[src/rtl/cv32e40p_data_arb_pkg.sv]
// ----------------------------------------------------------------------------
// cv32e40p_data_arb_pkg
// Shared types for the OBI data arbiter:
//   arb_id_e   - identifies which upstream port owns a transaction
//   obi_req_t  - request payload (addr/we/be/wdata) at the core's native
//                32-bit data-bus width
//   arb_other  - returns the opposite port id (used by round-robin selection)
// ----------------------------------------------------------------------------
package cv32e40p_data_arb_pkg;

  typedef enum logic {
    ARB_P0 = 1'b0,
    ARB_P1 = 1'b1
  } arb_id_e;

  localparam int unsigned OBI_ADDR_W = 32;
  localparam int unsigned OBI_DATA_W = 32;

  typedef struct packed {
    logic [OBI_ADDR_W-1:0]   addr;
    logic                    we;
    logic [OBI_DATA_W/8-1:0] be;
    logic [OBI_DATA_W-1:0]   wdata;
  } obi_req_t;

  function automatic arb_id_e arb_other(input arb_id_e id);
    arb_id_e r;
    if (id == ARB_P0) begin
      r = ARB_P1;
    end else begin
      r = ARB_P0;
    end
    return r;
  endfunction

endpackage

[src/rtl/cv32e40p_data_arb_id_fifo.sv]
// ----------------------------------------------------------------------------
// cv32e40p_data_arb_id_fifo
// In-order record of which port issued each outstanding transaction.
// Ports:
//   clk_i, rst_ni  clock, asynchronous active-low reset
//   push_i         record push_id_i (ignored while full)
//   push_id_i      port id of the transaction just handshaked
//   pop_i          retire the head entry (ignored while empty)
//   head_o         port id owning the oldest outstanding transaction
//   full_o         DEPTH entries held
//   empty_o        nothing outstanding
// Simultaneous push and pop are supported; pointers wrap modulo DEPTH so
// non-power-of-two depths work.
// ----------------------------------------------------------------------------
module cv32e40p_data_arb_id_fifo
  import cv32e40p_data_arb_pkg::*;
#(
  parameter int unsigned DEPTH = 2
) (
  input  logic    clk_i,
  input  logic    rst_ni,
  input  logic    push_i,
  input  arb_id_e push_id_i,
  input  logic    pop_i,
  output arb_id_e head_o,
  output logic    full_o,
  output logic    empty_o
);

  localparam int unsigned PTR_W = (DEPTH > 1) ? $clog2(DEPTH) : 1;
  localparam int unsigned CNT_W = $clog2(DEPTH + 1);

  typedef logic [PTR_W-1:0] ptr_t;
  typedef logic [CNT_W-1:0] cnt_t;

  arb_id_e mem_q [DEPTH];
  ptr_t    wr_ptr_q, wr_ptr_d;
  ptr_t    rd_ptr_q, rd_ptr_d;
  cnt_t    cnt_q, cnt_d;
  logic    do_push_s;
  logic    do_pop_s;

  function automatic ptr_t ptr_inc(input ptr_t p);
    ptr_t r;
    if (p == ptr_t'(DEPTH - 1)) begin
      r = ptr_t'(0);
    end else begin
      r = p + ptr_t'(1);
    end
    return r;
  endfunction

  assign full_o    = (cnt_q == cnt_t'(DEPTH));
  assign empty_o   = (cnt_q == cnt_t'(0));
  assign do_push_s = push_i & ~full_o;
  assign do_pop_s  = pop_i & ~empty_o;
  assign head_o    = mem_q[rd_ptr_q];

  // Next-state for pointers and occupancy.
  always_comb begin
    wr_ptr_d = wr_ptr_q;
    rd_ptr_d = rd_ptr_q;
    cnt_d    = cnt_q;
    if (do_push_s) begin
      wr_ptr_d = ptr_inc(wr_ptr_q);
    end else begin
      wr_ptr_d = wr_ptr_q;
    end
    if (do_pop_s) begin
      rd_ptr_d = ptr_inc(rd_ptr_q);
    end else begin
      rd_ptr_d = rd_ptr_q;
    end
    case ({do_push_s, do_pop_s})
      2'b10:   cnt_d = cnt_q + cnt_t'(1);
      2'b01:   cnt_d = cnt_q - cnt_t'(1);
      default: cnt_d = cnt_q;
    endcase
  end

  // Storage and pointer registers.
  always_ff @(posedge clk_i or negedge rst_ni) begin
    if (!rst_ni) begin
      wr_ptr_q <= ptr_t'(0);
      rd_ptr_q <= ptr_t'(0);
      cnt_q    <= cnt_t'(0);
      for (int unsigned i = 0; i < DEPTH; i++) begin
        mem_q[i] <= ARB_P0;
      end
    end else begin
      wr_ptr_q <= wr_ptr_d;
      rd_ptr_q <= rd_ptr_d;
      cnt_q    <= cnt_d;
      if (do_push_s) begin
        mem_q[wr_ptr_q] <= push_id_i;
      end
    end
  end

endmodule

[src/rtl/cv32e40p_obi_data_arbiter.sv]
// ----------------------------------------------------------------------------
// cv32e40p_obi_data_arbiter
// Merges the core's two OBI data requesters (port 0 = 32-bit LSU, port 1 =
// secondary port) onto one downstream OBI bus and steers each response back
// to the port that issued it, relying on OBI in-order responses.
// Ports:
//   clk_i, rst_ni                     clock, asynchronous active-low reset
//   pN_req_i / pN_gnt_o               upstream request/grant, N = 0,1
//   pN_addr_i/we_i/be_i/wdata_i       upstream request payload
//   pN_rvalid_o / pN_rdata_o          upstream response (rdata = m_rdata_i)
//   m_req_o / m_gnt_i                 downstream request/grant
//   m_addr_o/we_o/be_o/wdata_o        downstream payload (winner mux)
//   m_rvalid_i / m_rdata_i            downstream response
//   busy_o                            any transaction outstanding
// Build options:
//   CV32E40P_DATA_ARB_RR_EN  round-robin on contention (default: port 0 wins)
//   CV32E40P_ASSERT_ON       attaches cv32e40p_data_arb_checker
// ----------------------------------------------------------------------------

`ifdef CV32E40P_ASSERT_ON
// Protocol checks kept apart from the datapath.
module cv32e40p_data_arb_checker (
  input logic clk_i,
  input logic rst_ni,
  input logic m_req_i,
  input logic m_gnt_i,
  input logic m_rvalid_i,
  input logic fifo_empty_i
);

  a_no_orphan_rvalid: assert property (@(posedge clk_i) disable iff (!rst_ni)
    !(m_rvalid_i && fifo_empty_i))
    else $error("cv32e40p_obi_data_arbiter: m_rvalid_i with no outstanding transaction");

  a_req_held_until_gnt: assert property (@(posedge clk_i) disable iff (!rst_ni)
    (m_req_i && !m_gnt_i) |=> m_req_i)
    else $error("cv32e40p_obi_data_arbiter: m_req_o withdrawn before grant");

endmodule
`endif

module cv32e40p_obi_data_arbiter
  import cv32e40p_data_arb_pkg::*;
#(
  parameter int unsigned MAX_OUTSTANDING = 2,
  parameter int unsigned ADDR_W          = 32,
  parameter int unsigned DATA_W          = 32
) (
  input  logic                clk_i,
  input  logic                rst_ni,

  input  logic                p0_req_i,
  output logic                p0_gnt_o,
  input  logic [ADDR_W-1:0]   p0_addr_i,
  input  logic                p0_we_i,
  input  logic [DATA_W/8-1:0] p0_be_i,
  input  logic [DATA_W-1:0]   p0_wdata_i,
  output logic                p0_rvalid_o,
  output logic [DATA_W-1:0]   p0_rdata_o,

  input  logic                p1_req_i,
  output logic                p1_gnt_o,
  input  logic [ADDR_W-1:0]   p1_addr_i,
  input  logic                p1_we_i,
  input  logic [DATA_W/8-1:0] p1_be_i,
  input  logic [DATA_W-1:0]   p1_wdata_i,
  output logic                p1_rvalid_o,
  output logic [DATA_W-1:0]   p1_rdata_o,

  output logic                m_req_o,
  input  logic                m_gnt_i,
  output logic [ADDR_W-1:0]   m_addr_o,
  output logic                m_we_o,
  output logic [DATA_W/8-1:0] m_be_o,
  output logic [DATA_W-1:0]   m_wdata_o,
  input  logic                m_rvalid_i,
  input  logic [DATA_W-1:0]   m_rdata_i,

  output logic                busy_o
);

  // Same field layout as obi_req_t, sized by this instance's parameters.
  typedef struct packed {
    logic [ADDR_W-1:0]   addr;
    logic                we;
    logic [DATA_W/8-1:0] be;
    logic [DATA_W-1:0]   wdata;
  } req_t;

  req_t    p0_s, p1_s, win_s;
  arb_id_e winner_s;
  logic    win_req_s;
  logic    hs_s;
  logic    resp_s;

  logic    lock_q, lock_d;
  arb_id_e locked_id_q, locked_id_d;
`ifdef CV32E40P_DATA_ARB_RR_EN
  arb_id_e last_id_q, last_id_d;
`endif

  arb_id_e fifo_head_s;
  logic    fifo_full_s;
  logic    fifo_empty_s;

  assign p0_s.addr  = p0_addr_i;
  assign p0_s.we    = p0_we_i;
  assign p0_s.be    = p0_be_i;
  assign p0_s.wdata = p0_wdata_i;
  assign p1_s.addr  = p1_addr_i;
  assign p1_s.we    = p1_we_i;
  assign p1_s.be    = p1_be_i;
  assign p1_s.wdata = p1_wdata_i;

  // Winner selection; a pending ungranted request freezes the choice.
  always_comb begin
    winner_s = ARB_P0;
    if (lock_q) begin
      winner_s = locked_id_q;
    end else if (p0_req_i && p1_req_i) begin
`ifdef CV32E40P_DATA_ARB_RR_EN
      winner_s = arb_other(last_id_q);
`else
      winner_s = ARB_P0;
`endif
    end else if (p1_req_i) begin
      winner_s = ARB_P1;
    end else begin
      winner_s = ARB_P0;
    end
  end

  assign win_s     = (winner_s == ARB_P1) ? p1_s : p0_s;
  assign win_req_s = (winner_s == ARB_P1) ? p1_req_i : p0_req_i;

  // Issue stalls while the ID FIFO is full, with no bypass from a same-cycle
  // response: the FIFO only frees a slot at the next edge.
  assign m_req_o   = win_req_s & ~fifo_full_s;
  assign hs_s      = m_req_o & m_gnt_i;
  assign m_addr_o  = win_s.addr;
  assign m_we_o    = win_s.we;
  assign m_be_o    = win_s.be;
  assign m_wdata_o = win_s.wdata;
  assign p0_gnt_o  = hs_s & (winner_s == ARB_P0);
  assign p1_gnt_o  = hs_s & (winner_s == ARB_P1);

  // Responses with nothing outstanding (e.g. after a reset) are dropped.
  assign resp_s      = m_rvalid_i & ~fifo_empty_s;
  assign p0_rvalid_o = resp_s & (fifo_head_s == ARB_P0);
  assign p1_rvalid_o = resp_s & (fifo_head_s == ARB_P1);
  assign p0_rdata_o  = m_rdata_i;
  assign p1_rdata_o  = m_rdata_i;
  assign busy_o      = ~fifo_empty_s;

  // Lock tracking: hold the current winner until its request is granted.
  always_comb begin
    lock_d      = lock_q;
    locked_id_d = locked_id_q;
    if (m_req_o && !m_gnt_i) begin
      lock_d      = 1'b1;
      locked_id_d = winner_s;
    end else if (hs_s) begin
      lock_d      = 1'b0;
      locked_id_d = locked_id_q;
    end else begin
      lock_d      = lock_q;
      locked_id_d = locked_id_q;
    end
  end

`ifdef CV32E40P_DATA_ARB_RR_EN
  // Remember the last granted port so contention alternates.
  always_comb begin
    last_id_d = last_id_q;
    if (hs_s) begin
      last_id_d = winner_s;
    end else begin
      last_id_d = last_id_q;
    end
  end

  // Round-robin history register; resets to port 1 so port 0 wins first.
  always_ff @(posedge clk_i or negedge rst_ni) begin
    if (!rst_ni) begin
      last_id_q <= ARB_P1;
    end else begin
      last_id_q <= last_id_d;
    end
  end
`endif

  // Lock state registers.
  always_ff @(posedge clk_i or negedge rst_ni) begin
    if (!rst_ni) begin
      lock_q      <= 1'b0;
      locked_id_q <= ARB_P0;
    end else begin
      lock_q      <= lock_d;
      locked_id_q <= locked_id_d;
    end
  end

  cv32e40p_data_arb_id_fifo #(
    .DEPTH (MAX_OUTSTANDING)
  ) u_id_fifo (
    .clk_i     (clk_i),
    .rst_ni    (rst_ni),
    .push_i    (hs_s),
    .push_id_i (winner_s),
    .pop_i     (resp_s),
    .head_o    (fifo_head_s),
    .full_o    (fifo_full_s),
    .empty_o   (fifo_empty_s)
  );

`ifdef CV32E40P_ASSERT_ON
  cv32e40p_data_arb_checker u_checker (
    .clk_i        (clk_i),
    .rst_ni       (rst_ni),
    .m_req_i      (m_req_o),
    .m_gnt_i      (m_gnt_i),
    .m_rvalid_i   (m_rvalid_i),
    .fifo_empty_i (fifo_empty_s)
  );
`endif

endmodule

[config.mk]
export PLATFORM = sky130hd
export DESIGN_NAME = cv32e40p_obi_data_arbiter
export DESIGN_NICKNAME = d
export VERILOG_FILES = /design/src/rtl/cv32e40p_data_arb_pkg.sv /design/src/rtl/cv32e40p_data_arb_id_fifo.sv /design/src/rtl/cv32e40p_obi_data_arbiter.sv
export SDC_FILE = /design/constraint.sdc
export NUM_CORES = 1
export LEC_CHECK = 0
export ABC_CLOCK_PERIOD_IN_PS = 4500
export BUFFER_PORTS_ARGS = -buffer_cell sky130_fd_sc_hd__buf_2
export CAP_MARGIN = 15
export CELL_PAD_IN_SITES_DETAIL_PLACEMENT = 2
export CELL_PAD_IN_SITES_GLOBAL_PLACEMENT = 2
export CORE_ASPECT_RATIO = 0.8
export CORE_UTILIZATION = 15
export CTS_BUF_LIST = sky130_fd_sc_hd__clkbuf_2
export CTS_CLUSTER_SIZE = 30
export DETAILED_ROUTE_END_ITERATION = 8
export GPL_TIMING_DRIVEN = 0
export PLACE_DENSITY = 0.95
export SLEW_MARGIN = 20
export SYNTH_ARGS = -nofsm -noshare
export SYNTH_HDL_FRONTEND = slang
export SYNTH_SLANG_ARGS = --single-unit
[constraint.sdc]
create_clock -name clk_i -period 4.5 [get_ports clk_i]
set_input_delay 0.45 -clock clk_i [delete_from_list [all_inputs] [get_ports clk_i]]
set_output_delay 0.45 -clock clk_i [all_outputs]
set_load 0.01 [all_outputs]
==> flow_results.xml <==
<?xml version="1.0" encoding="UTF-8"?>
<metrics>
  <group name="critical_path">
    <metric name="critical_path.max_stage_delay" unit="ns">0.43</metric>
    <metric name="critical_path.endpoint_type" unit="">output port</metric>
    <metric name="path_max_fanout" unit="">10</metric>
    <metric name="cpMostUsedCell" unit="">buf_6</metric>
    <metric name="cpMaxStageDelayCell" unit="">dfrtp_1</metric>
    <metric name="critPathBufInv" unit="">3</metric>
    <metric name="crit-reg2reg-launch" unit="">locked_id_q$_DFFE_PN0P_</metric>
    <metric name="cp_data_required_time" unit="ns">4.05</metric>
    <metric name="timing.critical_path.cells" unit="">nand2_1 -&gt; o21a_1 -&gt; buf_6 -&gt; buf_6 -&gt; mux2_4 -&gt; buf_2</metric>
    <metric name="critical_path_arrival" unit="ns">1.82</metric>
    <metric name="worst_path_dominant_cell_family" unit="">buffers and inverters</metric>
    <metric name="startpoint" unit="">lock_q$_DFFE_PN0P_</metric>
    <metric name="criticalPathCategory" unit="">reg -&gt; out</metric>
    <metric name="worstSetupStartpointType" unit="">flip-flop</metric>
  </group>
  <group name="global_routing">
    <metric name="grt_start_max_net_pins" unit="">11</metric>
    <metric name="grt_overflow_total" unit="">0</metric>
    <metric name="first_global_vias" unit="">2637</metric>
    <metric name="grt.total_usage" unit="%">12.5</metric>
    <metric name="wire_length_of_the_first_global_routing_pass" unit="µm">14000</metric>
    <metric name="grt_antenna_before_repair" unit="">0</metric>
  </group>
  <group name="cts">
    <metric name="clock_tree.htree_level_count" unit="">1</metric>
    <metric name="post_cts_hold_buffer_count" unit="">0</metric>
    <metric name="clock_sinks" unit="">8</metric>
    <metric name="postCtsSetupBuffers" unit="">0</metric>
    <metric name="clock_transition_at_the_registers_of_the_reported_paths" unit="ns">0.08</metric>
    <metric name="post_cts_resized" unit="">0</metric>
    <metric name="clock_tree_from_tritoncts" unit="">done</metric>
    <metric name="clk_path_buf_depth" unit="">2</metric>
    <metric name="clk_root_buffer_cell" unit="">clkbuf_2</metric>
    <metric name="tritoncts.num_buffers" unit="">3</metric>
    <metric name="worstSkewPairLatency" unit="ns">0.24</metric>
  </group>
  <group name="detailed_routing">
    <metric name="dr.first_iter.drc_count" unit="">49</metric>
    <metric name="wl_per_cell" unit="µm">15.4</metric>
    <metric name="dr_total_vias" unit="">2449</metric>
    <metric name="drt_drc_violations_left" unit="">0</metric>
    <metric name="viasPerCell" unit="">3.79</metric>
    <metric name="drtPass1Iterations" unit="">3</metric>
    <metric name="route.antenna.remaining_nets" unit="">0</metric>
    <metric name="finalWirelength" unit="µm">9950</metric>
  </group>
  <group name="placed_design">
    <metric name="io_buffers" unit="">282</metric>
    <metric name="final_weighted_congestion_in_routability_driven_placement" unit="">0.748</metric>
    <metric name="hpwl" unit="µm">9210</metric>
  </group>
  <group name="floorplanning">
    <metric name="die_y" unit="µm">107</metric>
    <metric name="die_x" unit="µm">133</metric>
    <metric name="fp-row-count" unit="">37</metric>
    <metric name="floorplan.initialDensity" unit="%">15.7</metric>
    <metric name="die-area" unit="µm²">14200</metric>
    <metric name="floorplan.io_pins" unit="">315</metric>
    <metric name="core_area" unit="µm²">13100</metric>
  </group>
  <group name="synthesis">
    <metric name="ys_seq_area_share" unit="%">9.70</metric>
    <metric name="post_synth.cell_area_avg" unit="µm²">11.1</metric>
    <metric name="synth_edf_count" unit="">0</metric>
    <metric name="syn-num-nets" unit="">363</metric>
    <metric name="ys_ff_latch" unit="">8</metric>
    <metric name="synthDistinctLibCells" unit="">23</metric>
    <metric name="synth_async_sr_flop_share" unit="%">100</metric>
    <metric name="mappedNetlistArea" unit="µm²">2060</metric>
    <metric name="postSynthCellCount" unit="">186</metric>
    <metric name="yosys_warnings" unit="">0</metric>
    <metric name="ys_dominant_reg_cell" unit="">dfrtp_1</metric>
  </group>
  <group name="finish">
    <metric name="finalNetCount" unit="">650</metric>
    <metric name="area_growth" unit="%">79.7</metric>
    <metric name="commonest_non_fill_non_tap_cell_in_the_layout" unit="">buf_2</metric>
    <metric name="n_antenna_cell" unit="">0</metric>
    <metric name="final.fill_count" unit="">1526</metric>
    <metric name="drive_gt1_share" unit="%">91.3</metric>
    <metric name="final_cell_mix" unit="">282 x buf_2, 67 x mux2_4, 64 x buf_4</metric>
  </group>
  <group name="power">
    <metric name="power_leakage" unit="µW">0.00231</metric>
    <metric name="total_power" unit="µW">1300</metric>
    <metric name="vdd_drop_max" unit="V">0.000117</metric>
    <metric name="powerDensity" unit="nW/µm²">350</metric>
  </group>
  <group name="timing">
    <metric name="timing_max_transition_violations_final" unit="">0</metric>
    <metric name="tightestPinTransition" unit="ns">0.277</metric>
    <metric name="fmaxAchievable" unit="MHz">440</metric>
    <metric name="fin_skew" unit="ns">0.000116</metric>
    <metric name="shortest_period_the_worst_path_allows" unit="ns">2.27</metric>
    <metric name="final_min_period_over_clock_period" unit="%">50.5</metric>
    <metric name="max_slew_margin" unit="%">81.5</metric>
    <metric name="tns" unit="ns">0</metric>
    <metric name="setup_repair_after_global_routing_missed_its_margin" unit="">no</metric>
    <metric name="setup-violations-final" unit="">0</metric>
    <metric name="hold_viol_final" unit="">0</metric>
  </group>
  <group name="worst_hold_path">
    <metric name="hold_path_class" unit="">in -&gt; async</metric>
  </group>
  <group name="flow_run">
    <metric name="max_cap_viols" unit="">0</metric>
  </group>
  <group name="status">
    <metric name="status" unit="">complete, no violations</metric>
  </group>
</metrics>
[synthesized netlist by cell type (2+ instances only)]
| master | count | area [µm²] |
|---|---|---|
| inv_1 | 4 | 15.0 |
| nand2_1 | 2 | 7.51 |
| xnor2_1 | 5 | 43.8 |
| buf_4 | 64 | 480 |
| o21ai_2 | 2 | 17.5 |
| mux2i_1 | 2 | 20.0 |
| dfrtp_1 | 8 | 200 |
| nor2_1 | 6 | 22.5 |
| buf_6 | 9 | 101 |
| mux2_1 | 4 | 45.0 |
| mux2_4 | 67 | 1010 |
| o31ai_2 | 2 | 25.0 |
[kinds of logic after synthesis]
| group | share of synthesized area (%) |
|---|---|
| AOI/OAI and AO/OA | 3.52 |
| xor gates and xnor gates | 2.12 |
| adders and majority gates | 0.606 |
| buffers and inverters | 28.9 |
| DFF | 9.70 |
| muxes | 51.9 |
| and+or+nand+nor | 3.21 |
[state kept, by name, summed over array words and instances (netlist names)]
signal	cells
u_id_fifo.rd_ptr_q	1
u_id_fifo.wr_ptr_q	1
u_id_fifo.mem_q	2
u_id_fifo.cnt_q	2
locked_id_q	1
lock_q	1
[per-stage QoR]
stage / std cells / setup slack, ns / hold slack, ns / utilization (%) / instance area [µm²]
after global placement: 643 / 2.35 / 0.301 / 28.1 / 3690
after detailed placement: 643 / 2.28 / 0.310 / 28.1 / 3690
final: 646 / 2.23 / 0.0364 / 28.2 / 3710
after global routing: 646 / 2.14 / 0.0298 / 28.2 / 3710
after floorplan: 186 / 2.70 / 0.154 / - / 2060
after CTS: 646 / 2.17 / 0.0287 / 28.2 / 3710
[worst paths after layout]
path	to	slack, ns	depth (start not counted)
max reg2reg	u_id_fifo.cnt_q[1]$_DFFE_PN0P_	2.71	6
max	m_addr_o[26]	2.23	6
max in group asynchronous	u_id_fifo.wr_ptr_q$_DFFE_PN0P_	4.29	1
min reg2reg	u_id_fifo.rd_ptr_q$_DFFE_PN0P_	0.50	1
min in group clk_i	u_id_fifo.rd_ptr_q$_DFFE_PN0P_	0.50	1
min	u_id_fifo.cnt_q[0]$_DFFE_PN0P_	0.04	1
[report_power, final]
group | internal, µW | switching, µW
logic | 618 | 490
clock network | 18.2 | 26.1
registers | 108 | 37.8
total | 744 | 554
[cell type report]
| type | instances | area [µm²] | share of cell area, % |
|---|---|---|---|
| multi-input combinational | 101 | 1270 | 34.1 |
| buffer | 73 | 582 | 15.7 |
| clock buffer | 3 | 15.0 | 0.405 |
| timing repair buffer | 282 | 1410 | 38.1 |
| tap | 175 | 219 | 5.90 |
| sequential | 8 | 200 | 5.40 |
| inverter | 4 | 15.0 | 0.405 |
[routing by layer]
metal,part of all wire (%),track usage [%]
met4,0.59,1.62
met5,0,0
met1,36,13.3
met3,6.7,2.13
met2,57,25.9
[worst reg2reg max path: stages (launching register included)]
cell	delay [ns]
dfrtp_1	0.41
mux2i_1	0.14
a2111o_1	0.43
buf_6	0.15
ha_1	0.32
nor2_1	0.14
xnor2_1	0.13
(Power assumes the default switching activity.)
